===== config.mk =====
export PLATFORM = sky130hd
export DESIGN_NAME = conv3_sequencer_flat
export DESIGN_NICKNAME = d
export VERILOG_FILES = /design/src/rtl/conv3_pkg.sv /design/src/rtl/conv3_if.sv /design/src/rtl/conv3_mac.sv /design/src/rtl/conv3_sequencer.sv /design/src/flat_wrapper.sv
export SDC_FILE = /design/constraint.sdc
export NUM_CORES = 1
export LEC_CHECK = 0
export BUFFER_PORTS_ARGS = -buffer_cell sky130_fd_sc_hd__buf_2
export CAP_MARGIN = 20
export CORE_UTILIZATION = 40
export DETAILED_ROUTE_END_ITERATION = 10
export PLACE_DENSITY = 0.67
export REMOVE_ABC_BUFFERS = 1
export SLEW_MARGIN = 20
export SYNTH_ARGS = -nofsm -noshare
export SYNTH_HDL_FRONTEND = slang
export SYNTH_SLANG_ARGS = --single-unit

===== constraint.sdc =====
create_clock -name clk -period 10.7 [get_ports clk]
set_input_delay 1.605 -clock clk [delete_from_list [all_inputs] [get_ports clk]]
set_output_delay 1.605 -clock clk [all_outputs]
set_load 0.02 [all_outputs]

===== src/rtl/conv3_pkg.sv =====
// Shared sizing constants and FSM state type for the layer-3 convolution sequencer.
package conv3_pkg;
  localparam int BITWIDTH = 32;
  localparam int IN_CH    = 2;
  localparam int KSIZE    = 5;
  localparam int OUT_CH   = 10;
  localparam int ELEMS    = IN_CH * KSIZE * KSIZE;
  localparam int FM_AW    = $clog2(ELEMS);
  localparam int KW_AW    = $clog2(OUT_CH * ELEMS);
  localparam int IDX_W    = 4;

  typedef enum logic [2:0] {
    IDLE, FETCH, DRAIN, EMIT, DONE
  } conv3_state_t;
endpackage


===== src/rtl/conv3_if.sv =====
// Memory read ports and result stream between the sequencer (master) and its environment.
interface conv3_if;
  import conv3_pkg::*;

  logic [FM_AW-1:0]    fm_addr;
  logic [BITWIDTH-1:0] fm_data;
  logic [KW_AW-1:0]    kw_addr;
  logic [BITWIDTH-1:0] kw_data;
  logic                out_valid;
  logic                out_ready;
  logic [IDX_W-1:0]    out_idx;
  logic [BITWIDTH-1:0] out_data;

  modport master (
    output fm_addr, kw_addr, out_valid, out_idx, out_data,
    input  fm_data, kw_data, out_ready
  );

  modport slave (
    input  fm_addr, kw_addr, out_valid, out_idx, out_data,
    output fm_data, kw_data, out_ready
  );
endinterface


===== src/rtl/conv3_mac.sv =====
// Signed multiply-accumulate; product truncated to W bits, sum wraps modulo 2^W.
module conv3_mac #(
  parameter int W = 32
) (
  input  logic                clk,
  input  logic                rst,
  input  logic                clr,
  input  logic                en,
  input  logic signed [W-1:0] a,
  input  logic signed [W-1:0] b,
  output logic signed [W-1:0] acc
);
  logic signed [W-1:0] acc_q, acc_d, prod;

  always_comb begin
    prod  = W'(a * b);
    acc_d = acc_q;
    if (clr)     acc_d = '0;
    else if (en) acc_d = acc_q + prod;
  end

  always_ff @(posedge clk) begin
    if (rst) acc_q <= '0;
    else     acc_q <= acc_d;
  end

  assign acc = acc_q;
endmodule


===== src/rtl/conv3_sequencer.sv =====
// Time-multiplexed LeNet layer-3 convolution: one MAC walks 50 elements per output channel.
// Optional CONV3_RELU_EN clamps negative results to zero on the output stream only.
module conv3_sequencer
  import conv3_pkg::*;
(
  input  logic     clk,
  input  logic     rst,
  input  logic     start,
  output logic     busy,
  output logic     done,
  conv3_if.master  bus
);
  conv3_state_t               state_q, state_d;
  logic [FM_AW-1:0]           e_q, e_d;
  logic [IDX_W-1:0]           o_q, o_d;
  logic                       en_q;
  logic                       clr;
  logic signed [BITWIDTH-1:0] acc, emit_data;

  // Read data lags the address by one cycle, so accumulation trails FETCH by one.
  always_ff @(posedge clk) begin
    if (rst) begin
      state_q <= IDLE;
      e_q     <= '0;
      o_q     <= '0;
      en_q    <= 1'b0;
    end else begin
      state_q <= state_d;
      e_q     <= e_d;
      o_q     <= o_d;
      en_q    <= (state_q == FETCH);
    end
  end

  always_comb begin
    state_d = state_q;
    e_d     = e_q;
    o_d     = o_q;
    clr     = 1'b0;
    case (state_q)
      IDLE:  if (start) begin
               state_d = FETCH;
               o_d     = '0;
             end
      FETCH: if (e_q == FM_AW'(ELEMS - 1)) state_d = DRAIN;
             else                          e_d     = e_q + 1'b1;
      DRAIN: state_d = EMIT;
      EMIT:  if (bus.out_ready) begin
               if (o_q == IDX_W'(OUT_CH - 1)) state_d = DONE;
               else begin
                 o_d     = o_q + 1'b1;
                 state_d = FETCH;
               end
             end
      DONE:  state_d = IDLE;
      default: state_d = IDLE;
    endcase
    if (state_d == FETCH && state_q != FETCH) begin
      clr = 1'b1;
      e_d = '0;
    end
  end

  conv3_mac #(.W(BITWIDTH)) u_mac (
    .clk (clk),
    .rst (rst),
    .clr (clr),
    .en  (en_q),
    .a   ($signed(bus.fm_data)),
    .b   ($signed(bus.kw_data)),
    .acc (acc)
  );

`ifdef CONV3_RELU_EN
  assign emit_data = acc[BITWIDTH-1] ? '0 : acc;
`else
  assign emit_data = acc;
`endif

  always_comb begin
    busy          = (state_q != IDLE);
    done          = (state_q == DONE);
    bus.fm_addr   = '0;
    bus.kw_addr   = '0;
    bus.out_valid = 1'b0;
    bus.out_idx   = '0;
    bus.out_data  = '0;
    if (state_q == FETCH) begin
      bus.fm_addr = e_q;
      bus.kw_addr = KW_AW'(o_q) * KW_AW'(ELEMS) + KW_AW'(e_q);
    end
    if (state_q == EMIT) begin
      bus.out_valid = 1'b1;
      bus.out_idx   = o_q;
      bus.out_data  = emit_data;
    end
  end
endmodule


===== src/flat_wrapper.sv =====
// flat-port wrapper written by rule: the top's interface ports become plain ports
module conv3_sequencer_flat import conv3_pkg::*;
  (clk, rst, start, busy, done, bus_fm_addr, bus_kw_addr, bus_out_valid, bus_out_idx, bus_out_data, bus_fm_data, bus_kw_data, bus_out_ready);
  conv3_if bus_i ();
  input  logic clk;
  input  logic rst;
  input  logic start;
  output logic busy;
  output logic done;
  output wire logic [$bits(bus_i.fm_addr)-1:0] bus_fm_addr;
  output wire logic [$bits(bus_i.kw_addr)-1:0] bus_kw_addr;
  output wire logic [$bits(bus_i.out_valid)-1:0] bus_out_valid;
  output wire logic [$bits(bus_i.out_idx)-1:0] bus_out_idx;
  output wire logic [$bits(bus_i.out_data)-1:0] bus_out_data;
  input wire logic [$bits(bus_i.fm_data)-1:0] bus_fm_data;
  input wire logic [$bits(bus_i.kw_data)-1:0] bus_kw_data;
  input wire logic [$bits(bus_i.out_ready)-1:0] bus_out_ready;
  assign bus_fm_addr = bus_i.fm_addr;
  assign bus_kw_addr = bus_i.kw_addr;
  assign bus_out_valid = bus_i.out_valid;
  assign bus_out_idx = bus_i.out_idx;
  assign bus_out_data = bus_i.out_data;
  assign bus_i.fm_data = bus_fm_data;
  assign bus_i.kw_data = bus_kw_data;
  assign bus_i.out_ready = bus_out_ready;
  conv3_sequencer u_core (.clk(clk), .rst(rst), .start(start), .busy(busy), .done(done), .bus(bus_i));
endmodule

-- Word level (Yosys, flattened, before mapping)
Index checks and enable logic that the tools add are counted.
- register bits: 46
- bits in latches: 0
- RAM bits: 0
- bits in read-only memories: 0
- bits of input ports: 68
- output and inout bits: 54
- word-level logic and storage cells: 46
- memories: 0
- add/sub/neg operators: 4
- $mul: 2
- div/mod/pow operators: 0
- magnitude comparators: 0
- equal/unequal tests: 11
- shift-type cells: 0
- mux-type cells: 15
- bitwise logic cells: 1
- reductions and logical operators: 8
- operators by type and width (operator ; count):
    adder 32 bit ; 1
    multiplier 32 x 32 -> 32 bit ; 1
    two-way mux 32 bit ; 1
    two-way mux 4 bit ; 4
    two-way mux 3 bit ; 4
    case mux 3 bit (4 select lines) ; 1
    adder 9 x 6 -> 9 bit ; 1
    two-way mux 9 bit ; 1
    multiplier 4 x 5 -> 8 bit, second input constant ; 1
    case mux 4 bit (2 select lines) ; 1
    adder 6 x 1 -> 6 bit, second input constant ; 1
    equality test 3 x 1 -> 1 bit, second input constant ; 2
    equality test 3 x 2 -> 1 bit, second input constant ; 2
    equality test 6 bit, second input constant ; 1
    two-way mux 6 bit ; 1
    inequality test 2 bit, second input constant ; 3
    adder 4 x 1 -> 4 bit, second input constant ; 1
    equality test 4 bit, second input constant ; 1
    AND reduction 4 bit ; 1
    OR reduction 2 bit ; 2
    equality test 3 bit, second input constant ; 1
    zero test 3 bit ; 1
    inequality test 3 x 1 -> 1 bit, second input constant ; 1
    nonzero test 3 bit ; 1
    5 further kinds ; 6

-- Logic depth before layout (Yosys ltp)
Gate-level depths: netlist of run 1.
- depth after elaboration: 8
- depth in mapped cells: 28
- mapped depth without buffers: 25

-- Modules after synthesis
A second synthesis of run 1 with hierarchy kept.
- cells, all modules: 2252
- area, all modules: 19962.9 um^2
- modules (own cells, without submodules) (module ; times used ; cells an instance ; area an instance (um^2) ; seq. area each (um^2)):
    conv3_mac ; 1 ; 2063 ; 18417.7 ; 640.6
    conv3_sequencer ; 1 ; 189 ; 1545.2 ; 280.3

-- Least setup slack after synthesis of run 1
No wires, ideal clock.
- path kind: input to register
- start: input port bus_kw_data[3]
- end: register u_core.u_mac.acc_q[28] (netlist: u_core.u_mac.acc[28])
- library setup time: 70 ps
- arrival time: 7946 ps
- data required time: 10630 ps
- slack: 2684 ps
- stages: 26
- buffers on the path: 3
- cell sequence: clkbuf_1 > clkbuf_1 > and2_1 > fa_1 > fa_1 > inv_1 > fa_1 > fa_1 > inv_1 > fa_1 > fa_1 > fa_1 > inv_1 > fa_1 > inv_1 > ha_1 > clkbuf_1 > a21o_1 > a21oi_1 > o221ai_1 > a21o_1 > a31o_2 > o211ai_1 > and3_1 > o21ai_0 > a21oi_1
- word-level cells in the longest chain between the ends: 2
- ends and longest elaborated chain (item ; line ; text):
    from (decl) ; flat_wrapper.sv:16 ; input wire logic [$bits(bus_i.kw_data)-1:0] bus_kw_data;
    multiplier 32 x 32 -> 32 bit ; conv3_mac.sv:16 ; prod = W'(a * b);
    adder 32 bit ; conv3_mac.sv:19 ; else if (en) acc_d = acc_q + prod;
    to (signal assigned) ; conv3_mac.sv:23 ; if (rst) acc_q <= '0;
    to (signal assigned) ; conv3_mac.sv:24 ; else acc_q <= acc_d;
    to (decl) ; conv3_mac.sv:13 ; logic signed [W-1:0] acc_q, acc_d, prod;
Every way passes these cells.
A chain may end at the register's enable or synchronous reset.

-- Final worst setup path of run 1
- start: input port bus_kw_data[0]
- end: register u_core.u_mac.acc_q[30] (netlist: u_core.u_mac.acc[30])
Same word-level chain as after synthesis.

==> results of run 1 <==
==> critical path, cell delays in order <==
cell and delay (ns):
buf_2 0.52, and2_1 0.25, fa_1 0.45, fa_1 0.54
inv_1 0.05, fa_1 0.48, fa_1 0.54, inv_1 0.05
fa_1 0.48, fa_1 0.52, fa_1 0.50, inv_1 0.05
fa_1 0.50, inv_1 0.06, ha_1 0.36, a21o_1 0.20
a21oi_1 0.14, o221ai_1 0.17, a21o_1 0.19, a31o_2 0.23
o21ai_0 0.17, o21ai_0 0.15, mux2i_1 0.17, o311ai_1 0.11
==> synth_stat cells (3+ instances only) <==
cell type  instances
inv_1            544
fa_1             440
and2_1           357
nand2_1          209
ha_1             166
clkbuf_1          89
xnor2_1           71
nor2_1            50
dfxtp_1           46
a21oi_1           34
nor3_1            29
mux2i_1           23
xor2_1            22
o21ai_0           18
a21o_1            16
nand3_1            9
a211oi_1           7
and3_1             7
or3_1              6
a31oi_1            5
buf_4              5
nand2b_1           5
buf_2              4
mux2_2             4
nand4_1            4
nor2b_1            4
o211ai_1           4
nand3b_1           3
nand4b_1           3
o21a_1             3
==> metal layers <==
layer  vias to the layer above  wire [um]
li1                       6504          -
met1                      7607      23200
met2                       427      26700
met3                        80       2600
met4                         2       1310
met5                         -         10
==> sequential cells by signal (all words and copies together) (netlist names) <==
| name | cells |
|---|---|
| u_core.e_q | 6 |
| u_core.en_q | 1 |
| u_core.o_q | 4 |
| u_core.state_q | 3 |
| u_core.u_mac.acc | 32 |
==> worst paths after layout <==
kind,from,to,cells after the start
worst max-delay path,bus_kw_data[0],u_core.u_mac.acc[30]$_SDFFE_PP0P_,24
worst min-delay path,u_core.u_mac.acc[28]$_SDFFE_PP0P_,u_core.u_mac.acc[28]$_SDFFE_PP0P_,2
worst max register to register,u_core.u_mac.acc[19]$_SDFFE_PP0P_,u_core.u_mac.acc[30]$_SDFFE_PP0P_,22
worst min register to register,u_core.u_mac.acc[28]$_SDFFE_PP0P_,u_core.u_mac.acc[28]$_SDFFE_PP0P_,2
==> area by class of cell <==
type	instances	share of cell area [%]
antenna	1	0.0120
clock buffer	7	0.634
inverter	545	9.77
multi-input combinational	1527	78.2
sequential	46	4.42
tap	664	3.97
timing repair buffer	123	2.96
==> logic make-up (layout without fill, tap and decap cells) <==
logic type | Yosys count | count (layout) | share of synthesized area (%)
muxes | 27 | 27 | 1.39
buffers and inverters | 647 | 675 | 12.5
other | 0 | 1 | 0
and+or+nand+nor | 694 | 694 | 18.6
AOI/OAI and AO/OA | 105 | 105 | 3.46
adders and majority gates | 606 | 606 | 55.1
xor gates and xnor gates | 95 | 95 | 4.35
DFF | 46 | 46 | 4.66
==> through the flow <==
stage	hold WS, ns	std cells	setup WS (ns)
floorplan	0.446	2118	3.01
global placement	0.475	2905	2.12
detailed placement	0.474	2905	2.07
CTS	0.490	2912	2.34
global route	0.524	2913	2.04
finish	0.488	2913	2.33
==> impl_metrics.json, run 1 <==
{
  "hold_buffers": 0,
  "drtIter0Drc": 825,
  "setup_viol": 0,
  "vias_per_cell": 5.02,
  "tightest_slew_ns": 1.04,
  "die_h_um": 224,
  "grt_pass1_vias": 16300,
  "synthCells": 2220,
  "drt_drc_violations_left": 0,
  "cp_max_fo": 32,
  "cts_tree": "yes",
  "nets": 2922,
  "fillers": 4890,
  "dp_hpwl_mm": 42.5,
  "grtUsageMet3_pct": 2.34,
  "num_rows": 81,
  "yosysSeqAreaShare_pct": 4.66,
  "min_period_ns": 8.37,
  "dr.pass1.iters": 5,
  "start_kind": "input pin",
  "cp_data_arrival_time_ns": 8.51,
  "drive_gt1_share_pct": 6.36,
  "die-area_um2": 50300,
  "synth-edff-count": 0,
  "worstSetupEndpointType": "flip-flop",
  "reg2reg_slack_ns": 4.04,
  "grt-ovfl-total": 0,
  "grt_util_met2_pct": 39.7,
  "insertion_delay_ns": 0.29,
  "drv_cap": 0,
  "die_w_um": 224,
  "timing.setup.tns_ns": 0,
  "top_usage_layer": "met2",
  "vias": 14600,
  "max_freq_ghz": 0.120,
  "drt_wl_total_mm": 53.8,
  "synth-seq-cells": 46,
  "htreeDepth": 2,
  "post-route-util_pct": 42.9,
  "hp-class": "flip-flop to flip-flop",
  "synth_area_leader_cell": "fa_1",
  "grt_util_all_layers_pct": 22.6,
  "design_area_um2": 20900,
  "grt_pass1_wl_mm": 88.7,
  "synth-async-reset-ratio_pct": 0,
  "io_buffers": 121,
  "post-route-period-util_pct": 78.2,
  "core_um2": 48800,
  "io-pin-count": 122,
  "outcome": "finished, final reports clean",
  "synth_top_cell_area_share_pct": 44.6,
  "numCtsBuffers": 5,
  "wl_per_cell_um": 18.5,
  "placed_area_um2": 20800,
  "ys.flop_type": "dfxtp_1",
  "gp_congestion": 0.886,
  "use_met1_pct": 30.0,
  "clk_root_buffer_cell": "clkbuf_16",
  "antenna_found_initial": 4,
  "ys_warn_count": 0,
  "clk_path_buf_depth": 2,
  "grt_max_degree": 48,
  "worstSetupPathType": "input pin to flip-flop",
  "rsz0062_at_grt": "false",
  "synth.distinct_cells": 53,
  "syn2layout_area_growth_pct": 5.93,
  "synth_area_leaders": "fa_1, and2_1, ha_1, inv_1, dfxtp_1",
  "layout.cells.most_common_list": "inv_1, fa_1, and2_1",
  "synth_area_um2": 19800,
  "finalHoldViolCount": 0,
  "ant_nets": 0,
  "layout_commonest_cell": "inv_1",
  "seq_area_um2": 925,
  "start_util_pct": 40.5,
  "avgSynthCellArea_um2": 8.90,
  "skew_ns": 0.00649,
  "multi_input_area_um2": 16400,
  "slew_headroom_pct": 30.2,
  "cts_resized": 0,
  "slew_viol_final": 0,
  "cp.required_ns": 10.84,
  "clk_pin_slew_ns": 0.07,
  "cts_setup_buffers": 0,
  "cts_sinks": 46
}
Power of run 1 is not shown: default switching activity piles up to over one toggle a cycle in this logic, so the estimate is an artifact.
==> run 2: changes to the inputs <==
--- a/config.mk
+++ b/config.mk
@@ -9,7 +9,7 @@
 export CAP_MARGIN = 20
 export CORE_UTILIZATION = 40
 export DETAILED_ROUTE_END_ITERATION = 10
-export PLACE_DENSITY = 0.67
+export PLACE_DENSITY = 0.7
 export REMOVE_ABC_BUFFERS = 1
 export SLEW_MARGIN = 20
 export SYNTH_ARGS = -nofsm -noshare
==> constraint.sdc (replaced) <==
create_clock -name clk -period 7.3 [get_ports clk]
set_input_delay 1.095 -clock clk [delete_from_list [all_inputs] [get_ports clk]]
set_output_delay 1.095 -clock clk [all_outputs]
set_load 0.02 [all_outputs]
==> impl_metrics.json, run 2 (synthesis results as in run 1) <==
{
  "slew_viol_final": 0,
  "gp_congestion": 0.950,
  "dp_hpwl_mm": 49.6,
  "tightest_slew_ns": 1.03,
  "grt_max_degree": 48,
  "worstSetupPathType": "input pin to flip-flop",
  "outcome": "finished, violations left",
  "drt_drc_violations_left": 0,
  "slowest_delay_ns": 0.57,
  "worstSetupEndpointType": "flip-flop",
  "die_h_um": 224,
  "reg2reg_slack_ns": 0.77,
  "dr.pass1.iters": 5,
  "cp.required_ns": 7.53,
  "skew_ns": 0.00603,
  "clk_root_buffer_cell": "clkbuf_16",
  "worst_path_max_delay_cell": "fa_1",
  "insertion_delay_ns": 0.30,
  "antenna_found_initial": 2,
  "slew_headroom_pct": 31.2,
  "cp_data_arrival_time_ns": 7.53,
  "placed_area_um2": 22200,
  "rr_endpoint": "u_core.u_mac.acc[31]$_SDFFE_PP0P_",
  "num_rows": 81,
  "io-pin-count": 122,
  "largest_reg_flops": 32,
  "cp_common_cell": "fa_1",
  "core_um2": 48800,
  "reg2reg_from": "u_core.u_mac.acc[17]$_SDFFE_PP0P_",
  "rsz0062_at_grt": "true",
  "post-route-period-util_pct": 100,
  "seq_area_um2": 925,
  "cp_num_buf_inv": 8,
  "drive_gt1_share_pct": 16.9,
  "ant_nets": 0,
  "hold_buffers": 0,
  "clk_path_buf_depth": 2,
  "cts_tree": "yes",
  "holdPathStages": 2,
  "drt_wl_total_mm": 57.8,
  "vias": 15300,
  "vias_per_cell": 4.93,
  "grt_util_all_layers_pct": 24.1,
  "wl_per_cell_um": 18.6,
  "grt-ovfl-total": 0,
  "drtIter0Drc": 939,
  "htreeDepth": 2,
  "numCtsBuffers": 5,
  "cp_top_family": "adder cells",
  "multi_input_area_um2": 16700,
  "grt_pass1_wl_mm": 92.6,
  "min_to": "u_core.u_mac.acc[28]$_SDFFE_PP0P_",
  "clk_pin_slew_ns": 0.07,
  "nets": 3110,
  "max_freq_ghz": 0.137,
  "start_util_pct": 40.5,
  "design_area_um2": 23100,
  "hp-class": "flip-flop to flip-flop",
  "rr_worst_depth": 22,
  "io_buffers": 121,
  "setup_ws_ns": -0.00241,
  "place_ws_ns": -0.612,
  "cts_sinks": 46,
  "setup_viol": 1,
  "cp_max_fo": 8,
  "min_period_ns": 7.30,
  "violations": "negative setup slack",
  "finalHoldViolCount": 0,
  "whs_ns": 0.484,
  "fillers": 4581,
  "syn2layout_area_growth_pct": 17.0,
  "die-area_um2": 50300,
  "layout.cells.most_common_list": "inv_1, fa_1, and2_1",
  "drv_cap": 0,
  "start_kind": "input pin",
  "hold_start": "u_core.u_mac.acc[28]$_SDFFE_PP0P_",
  "grt_pass1_vias": 16900,
  "layout_commonest_cell": "inv_1",
  "die_w_um": 224
}
-- run 2: changes by cell type in the layout (fill, tap and decap cells not counted), moves of 16 or more --
cell	change
ha_1	-17
buf_2	-27
buf_12	+18
and2_1	-16
buf_6	+29
buf_4	+162
-- run 2: worst max path at each step --
| stage | start | cells after the start | to | slack, ns |
|---|---|---|---|---|
| floorplan | bus_fm_data[19] | 23 | u_core.u_mac.acc[28]$_SDFFE_PP0P_ | 0.12 |
| global placement | bus_kw_data[1] | 24 | u_core.u_mac.acc[31]$_SDFFE_PP0P_ | -0.55 |
| detailed placement | bus_kw_data[1] | 24 | u_core.u_mac.acc[31]$_SDFFE_PP0P_ | -0.61 |
| CTS | bus_fm_data[13] | 25 | u_core.u_mac.acc[31]$_SDFFE_PP0P_ | -0.04 |
| global route | bus_fm_data[15] | 25 | u_core.u_mac.acc[28]$_SDFFE_PP0P_ | -0.17 |
| finish | bus_kw_data[7] | 26 | u_core.u_mac.acc[28]$_SDFFE_PP0P_ | -0.002 |
-- run 2: metal layers --
metal  global-route usage, %  wire, um  vias up
met5                       0         0        -
met4                    8.69      2230        0
met3                    3.47      3710      122
met2                    39.7     27200      515
met1                    32.2     24700     7764
li1                        -         -     6888
-- run 2: worst reg2reg max path, cell delays in order, from the launching register on --
cell      delay [ns]
dfxtp_1         0.50
fa_1            0.47
fa_1            0.43
inv_1           0.09
fa_1            0.44
fa_1            0.58
fa_1            0.46
fa_1            0.57
inv_1           0.05
fa_1            0.49
inv_1           0.05
fa_1            0.48
inv_1           0.07
ha_4            0.23
a21o_1          0.19
a211oi_2        0.24
o21a_1          0.15
o211ai_1        0.10
o211ai_1        0.32
a21oi_2         0.12
o21ai_1         0.16
nand3b_1        0.09
a21oi_1         0.18
-- run 2: repair_timing --
item,4_1_cts,5_1_grt
endpoints found under the setup margin,13,14
pin swaps,46,81
resized for setup,66,118
buffers inserted,6,14
-- run 2: layout make-up --
class                           instances  area share, %
Antenna cell                            2         0.0216
Clock buffer                            6          0.557
Clock inverter                          2         0.0595
Inverter                              545           8.84
Multi-Input combinational cell       1527           72.2
Sequential cell                        46           4.00
Tap cell                              664           3.59
Timing Repair Buffer                  311           10.7
-- run 2: per-stage QoR --
step / TNS (ns) / instances / util, %
after floorplan: 0 / 2118 / -
after global placement: -5.03 / 3073 / 45.4
after detailed placement: -6.79 / 3073 / 45.4
after CTS: -0.0989 / 3087 / 46.3
after global routing: -0.776 / 3102 / 47.3
final: -0.00241 / 3103 / 47.3
Power of run 2 is left out for the same reason.
==> run 3: changes to the inputs <==
==> constraint.sdc (replaced) <==
create_clock -name clk -period 7.3 [get_ports clk]
set_input_delay 0.365 -clock clk [delete_from_list [all_inputs] [get_ports clk]]
set_output_delay 0.365 -clock clk [all_outputs]
set_load 0.02 [all_outputs]
==> impl_metrics.json, run 3 (synthesis results as in run 1) <==
{
  "outcome": "finished, final reports clean",
  "worstSetupPathType": "input pin to flip-flop",
  "hp-class": "input pin to flip-flop",
  "skew_ns": 0.00895,
  "die_h_um": 224,
  "gp_congestion": 0.920,
  "clk_path_buf_depth": 2,
  "die-area_um2": 50300,
  "drt_drc_violations_left": 0,
  "reg2reg_from": "u_core.u_mac.acc[17]$_SDFFE_PP0P_",
  "drtIter0Drc": 951,
  "whs_ns": 0.301,
  "rr_worst_depth": 22,
  "io_buffers": 121,
  "rsz0062_at_grt": "false",
  "syn2layout_area_growth_pct": 7.89,
  "path_cells": "buf_2, and2_1, fa_1, fa_1, inv_1, fa_1, fa_1, inv_1, fa_1, fa_1, fa_1, inv_1, fa_1, inv_1, ha_1, a21o_1, a21oi_1, o221ai_1, a21o_1, a31o_2, o211ai_1, and3_1, o21ai_0, a21oi_1",
  "drive_gt1_share_pct": 8.09,
  "cp_data_arrival_time_ns": 7.16,
  "num_rows": 81,
  "nets": 2960,
  "ant_nets": 0,
  "post-route-period-util_pct": 95.0,
  "drt_wl_total_mm": 54.6,
  "largest_reg_flops": 32,
  "max_freq_ghz": 0.144,
  "start_util_pct": 40.5,
  "min_period_ns": 6.93,
  "grt_pass1_wl_mm": 90.1,
  "reg2reg_slack_ns": 0.50,
  "io-pin-count": 122,
  "post-route-util_pct": 43.7,
  "fillers": 4818,
  "hold_start": "start",
  "finalHoldViolCount": 0,
  "slowest_delay_ns": 0.54,
  "insertion_delay_ns": 0.29,
  "multi_input_area_um2": 16400,
  "clk_root_buffer_cell": "clkbuf_16",
  "setup_ws_ns": 0.366,
  "grt_util_all_layers_pct": 23.0,
  "crit_end": "u_core.u_mac.acc[28]$_SDFFE_PP0P_",
  "cts_tree": "yes",
  "cp-startpoint": "bus_kw_data[0]",
  "grt_max_degree": 48,
  "vias": 14800,
  "setup_viol": 0,
  "vias_per_cell": 5.00,
  "dp_hpwl_mm": 45.1,
  "rr_endpoint": "u_core.u_mac.acc[31]$_SDFFE_PP0P_",
  "cp_max_fo": 15,
  "core_um2": 48800,
  "die_w_um": 224,
  "grt_pass1_vias": 16400,
  "antenna_found_initial": 2,
  "tightest_slew_ns": 0.928,
  "cts_sinks": 46,
  "worstSetupEndpointType": "flip-flop",
  "start_kind": "input pin",
  "place_ws_ns": 0.0515,
  "worst_path_max_delay_cell": "fa_1",
  "slew_viol_final": 0,
  "numCtsBuffers": 5,
  "wl_per_cell_um": 18.5,
  "clk_pin_slew_ns": 0.06,
  "htreeDepth": 2,
  "cp.required_ns": 7.52,
  "cp_common_cell": "fa_1",
  "hold_buffers": 0,
  "dr.pass1.iters": 5,
  "layout_commonest_cell": "inv_1",
  "slew_headroom_pct": 38.1,
  "timing.setup.tns_ns": 0,
  "seq_area_um2": 925,
  "layout.cells.most_common_list": "inv_1, fa_1, and2_1",
  "grt-ovfl-total": 0,
  "drv_cap": 0
}
## run 3: metal layers
metal | up-vias | global-route usage, % | wire length [um]
met2 | 501 | 37.7 | 25900
li1 | 6574 | - | -
met3 | 89 | 3.10 | 3290
met4 | 0 | 7.00 | 1720
met5 | - | 0 | 0
met1 | 7606 | 31.6 | 23700
## run 3: stage by stage
stage / std cells / instance area (um^2)
2_1_floorplan: 2118 / 19300
3_3_place_gp: 2943 / 21100
3_5_place_dp: 2943 / 21100
4_1_cts: 2951 / 21300
5_1_grt: 2952 / 21300
6_report: 2953 / 21300
## run 3: worst min-delay path by stage
stage / depth (start not counted) / endpoint / slack, ns
2_1_floorplan: 1 / u_core.o_q[0]$_SDFFE_PP0P_ / 0.44
3_3_place_gp: 2 / u_core.u_mac.acc[28]$_SDFFE_PP0P_ / 0.46
3_5_place_dp: 2 / u_core.u_mac.acc[28]$_SDFFE_PP0P_ / 0.46
4_1_cts: 2 / u_core.o_q[2]$_SDFFE_PP0P_ / 0.30
5_1_grt: 2 / u_core.o_q[3]$_SDFFE_PP0P_ / 0.32
6_report: 2 / u_core.o_q[2]$_SDFFE_PP0P_ / 0.30
## run 3: timing repair
item / 4_1_cts / 5_1_grt
setup endpoints to repair: 0 / 3
gates resized for setup: 0 / 16
buffers inserted: 0 / 0
## run 3: layout make-up
| class | instances | share of cell area, % |
|---|---|---|
| Clock buffer | 5 | 0.587 |
| Multi-Input combinational cell | 1527 | 76.8 |
| Inverter | 545 | 9.59 |
| Sequential cell | 46 | 4.34 |
| Antenna cell | 2 | 0.0235 |
| Tap cell | 664 | 3.90 |
| Timing Repair Buffer | 161 | 4.54 |
| Clock inverter | 3 | 0.188 |
## run 3: worst max-delay path: cells and delay by family
| kind | cells | cell delay, ns |
|---|---|---|
| AOI/OAI and AO/OA | 8 | 1.48 |
| adders and majority gates | 9 | 4.42 |
| and+or+nand+nor | 2 | 0.40 |
| buffers and inverters | 5 | 0.49 |
Power of run 3 is left out for the same reason.
